File: config.mk
export PLATFORM = sky130hd
export DESIGN_NAME = uart_tx_arbiter
export DESIGN_NICKNAME = d
export VERILOG_FILES = /design/src/rtl/uart_tx_arbiter.sv
export SDC_FILE = /design/constraint.sdc
export NUM_CORES = 1
export LEC_CHECK = 0
export CAP_MARGIN = 20
export CORE_AREA = 2 2 66 68
export CTS_BUF_LIST = sky130_fd_sc_hd__clkbuf_8
export CTS_CLUSTER_DIAMETER = 200
export DETAILED_ROUTE_END_ITERATION = 16
export DIE_AREA = 0 0 68 70
export PLACE_DENSITY = 0.83
export SLEW_MARGIN = 20
export SYNTH_ARGS = -nofsm -noshare
export SYNTH_HDL_FRONTEND = slang
export SYNTH_SLANG_ARGS = --single-unit
File: constraint.sdc
create_clock -name clk -period 5.55 [get_ports clk]
set_input_delay 0.8325 -clock clk [delete_from_list [all_inputs] [get_ports clk]]
set_output_delay 0.8325 -clock clk [all_outputs]
set_load 0.01 [all_outputs]
File: src/rtl/uart_tx_arbiter.sv
// rtl/uart_tx_arbiter.sv - round-robin packet arbiter sharing one UART transmitter
// The grant is held from the first byte of a packet to its last; a watchdog frees a stalled owner.
module uart_tx_arbiter #(
   parameter int NUM_REQ        = 4,
   parameter int TIMEOUT_CYCLES = 8680
) (
   input  logic                 clk,
   input  logic                 rst_n,
   input  logic [NUM_REQ-1:0]   i_req_valid,
   input  logic [8*NUM_REQ-1:0] i_req_byte,
   input  logic [NUM_REQ-1:0]   i_req_last,
   output logic [NUM_REQ-1:0]   o_req_ready,
   output logic [NUM_REQ-1:0]   o_grant,
   output logic                 o_TX_DV,
   output logic [7:0]           o_TX_Byte,
   input  logic                 i_TX_Active,
   input  logic                 i_TX_Done,
   output logic                 o_timeout
);

   localparam int PW = $clog2(NUM_REQ);
   localparam int CW = $clog2(TIMEOUT_CYCLES + 1);

   typedef enum logic [1:0] {IDLE, LOAD, WAIT_DONE} state_t;

   state_t               state, state_nxt;
   logic [PW-1:0]        ptr, ptr_nxt;
   logic [PW-1:0]        gidx, gidx_nxt;
   logic [NUM_REQ-1:0]   grant_nxt;
   logic                 tx_dv_nxt;
   logic [7:0]           tx_byte_nxt;
   logic                 last_r, last_nxt;
   logic                 timeout_nxt;
   logic [CW-1:0]        wdog, wdog_nxt;
   logic                 expired;

   logic [PW-1:0]        pick;
   logic [PW-1:0]        idx;
   logic                 pick_ok;
   logic                 sel_valid;
   logic                 sel_last;
   logic [7:0]           sel_byte;

   // First valid requester after the last owner, wrapping around.
   always_comb begin
      pick    = '0;
      idx     = '0;
      pick_ok = 1'b0;
      for (int i = 1; i <= NUM_REQ; i++) begin
         idx = PW'((int'(ptr) + i) % NUM_REQ);
         if (!pick_ok && i_req_valid[idx]) begin
            pick    = idx;
            pick_ok = 1'b1;
         end
      end
   end

   always_comb begin
      sel_valid = 1'b0;
      sel_last  = 1'b0;
      sel_byte  = 8'h00;
      for (int k = 0; k < NUM_REQ; k++) begin
         if (gidx == PW'(k)) begin
            sel_valid = i_req_valid[k];
            sel_last  = i_req_last[k];
            sel_byte  = i_req_byte[8*k +: 8];
         end
      end
   end

   assign expired     = (wdog == CW'(TIMEOUT_CYCLES - 1));
   assign o_req_ready = (state == LOAD) ? o_grant : '0;

   always_comb begin
      state_nxt   = state;
      ptr_nxt     = ptr;
      gidx_nxt    = gidx;
      grant_nxt   = o_grant;
      tx_dv_nxt   = 1'b0;
      tx_byte_nxt = o_TX_Byte;
      last_nxt    = last_r;
      timeout_nxt = 1'b0;
      case (state)
         IDLE: begin
            if (pick_ok && !i_TX_Active) begin
               gidx_nxt  = pick;
               grant_nxt = NUM_REQ'(1) << pick;
               state_nxt = LOAD;
            end
         end
         LOAD: begin
            if (sel_valid) begin
               tx_byte_nxt = sel_byte;
               last_nxt    = sel_last;
               tx_dv_nxt   = 1'b1;
               state_nxt   = WAIT_DONE;
            end else if (expired) begin
               timeout_nxt = 1'b1;
               ptr_nxt     = gidx;
               grant_nxt   = '0;
               state_nxt   = IDLE;
            end
         end
         WAIT_DONE: begin
            // A done arriving on the expiry cycle wins over the watchdog.
            if (i_TX_Done) begin
               if (last_r) begin
                  ptr_nxt   = gidx;
                  grant_nxt = '0;
                  state_nxt = IDLE;
               end else begin
                  state_nxt = LOAD;
               end
            end else if (expired) begin
               timeout_nxt = 1'b1;
               ptr_nxt     = gidx;
               grant_nxt   = '0;
               state_nxt   = IDLE;
            end
         end
         default: state_nxt = IDLE;
      endcase
   end

   assign wdog_nxt = ((state_nxt != state) || (state == IDLE)) ? '0 : wdog + CW'(1);

   always_ff @(posedge clk) begin
      if (!rst_n) begin
         state     <= IDLE;
         ptr       <= PW'(NUM_REQ - 1);
         gidx      <= '0;
         o_grant   <= '0;
         o_TX_DV   <= 1'b0;
         o_TX_Byte <= 8'h00;
         last_r    <= 1'b0;
         o_timeout <= 1'b0;
         wdog      <= '0;
      end else begin
         state     <= state_nxt;
         ptr       <= ptr_nxt;
         gidx      <= gidx_nxt;
         o_grant   <= grant_nxt;
         o_TX_DV   <= tx_dv_nxt;
         o_TX_Byte <= tx_byte_nxt;
         last_r    <= last_nxt;
         o_timeout <= timeout_nxt;
         wdog      <= wdog_nxt;
      end
   end

endmodule
# Yosys cells after proc, flatten, opt, wreduce, memory -nomap -nowiden
# Cells that the tools add are included.
# totals
memories	0
rom_bits	0
latch_bits	0
reg_bits	35
input_bits	44
ramBits	0
# classes
n_shift	1
addsub	5
reduce_logical	19
div_mod_pow	0
n_mux	51
mul	0
n_bitwise	1
eq_ne	10
magnitude_cmp	4
# ops
operator	count
$mux W8	4
$mux W2	12
$mux W4	6
$mux W1	21
$add A14 B1 Y14 const B	1
$eq A14 B14 Y1 const B	1
$lt A2 B3 Y1 const B	4
$pmux W4 S3	1
$bmux W1 S2	4
$eq A2 B2 Y1 const B	3
$pmux W2 S3	1
$reduce_and A2 Y1	3
$add A2 B1 Y2 const B	2
$add A2 B2 Y2 const B	2
$eq A2 B1 Y1 const B	2
$logic_and A1 B1 Y1	4
$logic_not A1 Y1	4
$logic_not A2 Y1	2
$ne A2 B2 Y1 const B	2
$pmux W2 S2	1
$reduce_and A4 Y1	1
$shl A1 B2 Y4 const A	1
$ne A3 B3 Y1 const B	1
$reduce_and A3 Y1	1
other kinds (7)	7

# Longest topological paths before layout
# depth
word_depth	19
ltp_mapped	8

# Worst setup path after synthesis
# OpenSTA, ideal clock, no wires.
# synth_path
kind	input port to flip-flop
startpoint	input port i_req_valid[3]
endpoint	register wdog[10]
path_stages	6
t_arrival_ps	2363
n_path_buf	1
t_required_ps	5486
setup_ps	64
setup_slack_ps	3123
cell_sequence	mux4_2 o2111a_1 a2111oi_4 o311ai_4 buf_6 nor2_1
# synth_between
elab_chain_len	18
# synth_lines
element	line_no	source
start: declaration	9	input logic [NUM_REQ-1:0] i_req_valid,
$bmux W1 S2	51	if (!pick_ok && i_req_valid[idx]) begin
$mux W1 (not written as such)	51	
$mux W1	51	
$logic_not A1 Y1	51	
$logic_and A1 B1 Y1	51	
$mux W1	51	
$logic_not A1 Y1	51	
$logic_and A1 B1 Y1	51	
[2 not listed]	n/a	
$logic_and A1 B1 Y1	51	
$mux W1	51	
$logic_and A1 B1 Y1	85	if (pick_ok && !i_TX_Active) begin
$mux W2	85	
$pmux W2 S3 (*)	83	case (state)
$ne A2 B2 Y1 (*)	125	assign wdog_nxt = ((state_nxt != state) || (state == IDLE)) ? '0 : wdog + CW'(1);
$logic_or A1 B1 Y1 (*)	125	
$reduce_or A2 Y1 (no line) (*)	n/a	
end signal: assignment	147	wdog <= wdog_nxt;
end: declaration	34	logic [CW-1:0] wdog, wdog_nxt;
# Every way passes the cells marked *; elsewhere a longest branch is shown, timed or not. The select of a mux whose other input is x is not followed.
# A chain may end at the register's enable or synchronous reset.

# Worst setup path after layout
# layout_path
startpoint	input port i_req_valid[3]
endpoint	register o_grant[1]
# layout_between
elab_chain_len	15
# layout_lines
element	line_no	source
$bmux W1 S2	51	
$mux W1 (not written as such)	51	
$mux W1	51	
$logic_not A1 Y1	51	
$logic_and A1 B1 Y1	51	
$mux W1	51	
$logic_not A1 Y1	51	
$logic_and A1 B1 Y1	51	
$mux W1	51	
$logic_not A1 Y1	51	
$logic_and A1 B1 Y1	51	
$mux W2 or $mux W1 (tied branches)	51	
$shl A1 B2 Y4 or $logic_and A1 B1 Y1 (tied branches)	87, 85	
$mux W4 or $ne A2 B2 Y1 (tied branches)	n/a	
$pmux W4 S3 or $reduce_and A4 Y1 (tied branches)	n/a	
end signal: assignment	142	o_grant <= grant_nxt;
end: declaration	13	output logic [NUM_REQ-1:0] o_grant,
# Several ways; a longest one is shown, not always the timed one. The select of a mux whose other input is x is not followed.

==> metrics.cfg <==
[logic_synthesis]
ys_top_cells_by_area=dfxtp_1 (36%), mux4_2 (12%), nand2_1 (5.6%)
ys_ff_latch=35
syn_inst=214
synth_warnings=0
synth.distinct_cells=45
synth_fp_nets=263
ys_seq_area_share_pct=35.9
avgSynthCellArea_sq_um=9.11
synth_top_cell_by_area=dfxtp_1
syn-cell-area_sq_um=1950
yosysTopAreaCellShare_pct=35.9

[layout]
final_area_sq_um=2690
layout-drive-gt1-share_pct=8.73
n_antenna_cell=0
finalNonFillerCells=327
finalCoreUtilization_pct=64.9
layout.nets=323
nFillCells=335
syn_to_final_growth_pct=37.9

[sta]
rsz0062_at_grt=false
setup_tns_ns=0
hold_viol_final=0
period_share_pct=51.5
relSlewSlack_pct=47.7
setup_ws_ns=2.69
worst_clock_skew_ns=0.00587
worst_pin_slew_ns=0.777
drv_slew=0
holdWs_ns=0.451
max_freq_mhz=350
setup_violations=0
fin_crit_ns=2.86

[detailed_routing]
ant_nets=0
drtPass1Iterations=4
vias=1766
drc_errors=0
drt-total-wl_microns=4390
via_per_inst=5.40
drtIter0Drc=60
avgRoutedWirePerCell_microns=13.4

[place]
dpl_cell_area_sq_um=2590
place_ws_ns=2.41
dp_cells=319
gp_congestion=0.805
dp_hpwl_microns=3470
port_buffers=61

[critical_path]
cp_cell_sequence=clkdlybuf4s50_1 -> mux4_2 -> nand2_1 -> nand3_1 -> a211oi_1 -> o22ai_1
cp-end-kind=register
required_ns=5.70
reg2reg_depth=5
cp-start-kind=primary input
path_class=in -> reg
slowest_stage=mux4_2
critical_path.top_delay_family=compound AO/OA/AOI/OAI gates
path_buf_inv=1
arrival_ns=3.00
slowest_delay_ns=0.56
crit_cells=6
cp_max_fo=14

[die]
dieArea_sq_um=4760
row_count=24
initial_core_util_pct=47.0
die_h_microns=70
core_area_sq_um=4140
die_x_microns=68
ioPinCount=62

[min_path]
hold_depth=2
hold_class=reg -> reg

[power_and_ir_drop]
sequentialPowerShare_pct=43.0
p_leak_nw=0.919
powerDensity_nw_per_um2=245
p_clk_share_pct=30.1
switching_share_pct=28.3
peakVddDrop_mv=0.114
p_comb_share_pct=26.9
p_int_mw=0.472
power_mw=0.658
p_sw_mw=0.186

[flow_run]
maxCapViolCount=0

[clock_tree]
cts_inserted_buffers=5
clk_pin_slew_ns=0.07
clk_path_buf_depth=2
post_cts_buffers=0
hold_buffers=0
cts_tree=yes
clkSinkCount=35
clockRootBuffer=clkbuf_8
post_cts_resize_count=0
htreeDepth=2
clk_latency_ns=0.29

[global_route]
grt_util_all_layers_pct=20.6
grt_max_degree=15
grt_pass1_vias=1754
grt_overflow=0
antenna_found_initial=0
grt_pass1_wl_microns=7460

[run_status]
status=finished, final reports clean

-- cells by family after synthesis --
| group | Yosys count | synth area share, % |
|---|---|---|
| fa+ha+maj | 5 | 3.21 |
| simple gates | 99 | 25.8 |
| xor+xnor | 11 | 4.94 |
| mux | 13 | 13.2 |
| flops | 35 | 35.9 |
| compound gates | 36 | 13.7 |
| buf+inv | 15 | 3.27 |
-- worst reg2reg max path, cell delays in order (launching register included) --
cell,delay [ns]
dfxtp_1,0.64
mux4_2,0.63
nand2_1,0.38
nand3_1,0.15
a211oi_1,0.44
o22ai_1,0.16
-- synth_stat cells, drive strengths merged --
cell / instances
a2111oi: 1
a211oi: 1
a21o: 1
a21oi: 15
a2bb2oi: 1
a31oi: 2
and2: 7
and3: 2
and4: 1
buf: 3
clkbuf: 5
dfxtp: 35
ha: 5
inv: 7
mux2: 1
mux2i: 2
mux4: 10
nand2: 29
nand2b: 6
nand3: 12
nand3b: 2
nand4: 4
nor2: 22
nor2b: 1
nor3: 5
nor3b: 1
nor4: 3
nor4b: 1
o2111a: 1
o211a: 1
o211ai: 1
o21ai: 4
o21bai: 1
o221ai: 1
o22ai: 4
o311ai: 1
o31ai: 1
or2b: 1
or4: 2
xnor2: 2
xor2: 9
-- worst paths after layout --
| kind | from | endpoint | slack, ns |
|---|---|---|---|
| max reg2reg | gidx[1]$_SDFFE_PN0P_ | o_grant[1]$_SDFFE_PN0P_ | 3.02 |
| max | i_req_valid[3] | o_grant[1]$_SDFFE_PN0P_ | 2.69 |
| min reg2reg | o_TX_Byte[5]$_SDFFE_PN0P_ | o_TX_Byte[5]$_SDFFE_PN0P_ | 0.45 |
| min | o_TX_Byte[5]$_SDFFE_PN0P_ | o_TX_Byte[5]$_SDFFE_PN0P_ | 0.45 |
-- routing by layer --
metal	vias to the layer above	global-route usage (%)	wire [microns]
met3	5	6.44	255
li1	894	-	-
met4	0	8.67	69
met1	814	23.3	1820
met2	53	34.7	2250
met5	-	0	0
-- state kept, by name, indices dropped and copies added (netlist names) --
name	cells
gidx	2
o_grant	4
state	2
wdog	14
ptr	2
last_r	1
o_TX_DV	1
o_timeout	1
o_TX_Byte	8
-- area by class of cell --
type,count,area (sq um),share of cell area (%)
clock buffers,7,96.3,3.58
clock inverters,1,3.75,0.140
inverters,7,26.3,0.978
multi-input cells,164,1180,44.1
flip-flops and latches,35,701,26.1
well taps,52,65.1,2.42
repair buffers,61,611,22.7
-- power by group through the flow --
stage	clock (mW)	combinational (mW)	sequential, mW
floorplan	0	0.111	0.286
global placement	0	0.175	0.288
detailed placement	0	0.177	0.289
CTS	0.205	0.177	0.283
global route	0.212	0.194	0.286
finish	0.198	0.177	0.283
-- placed cells by master, fill, tap and decap left out, types with 7 or more instances in the layout --
cell	Yosys	routed
nand2_1	29	29
clkbuf_8	0	7
dfxtp_1	35	35
a21oi_1	15	15
xor2_1	9	9
clkdlybuf4s50_1	0	61
and2_1	7	7
nand3_1	12	12
mux4_2	10	10
nor2_1	22	22
inv_1	7	8
(Power assumes the default switching activity.)
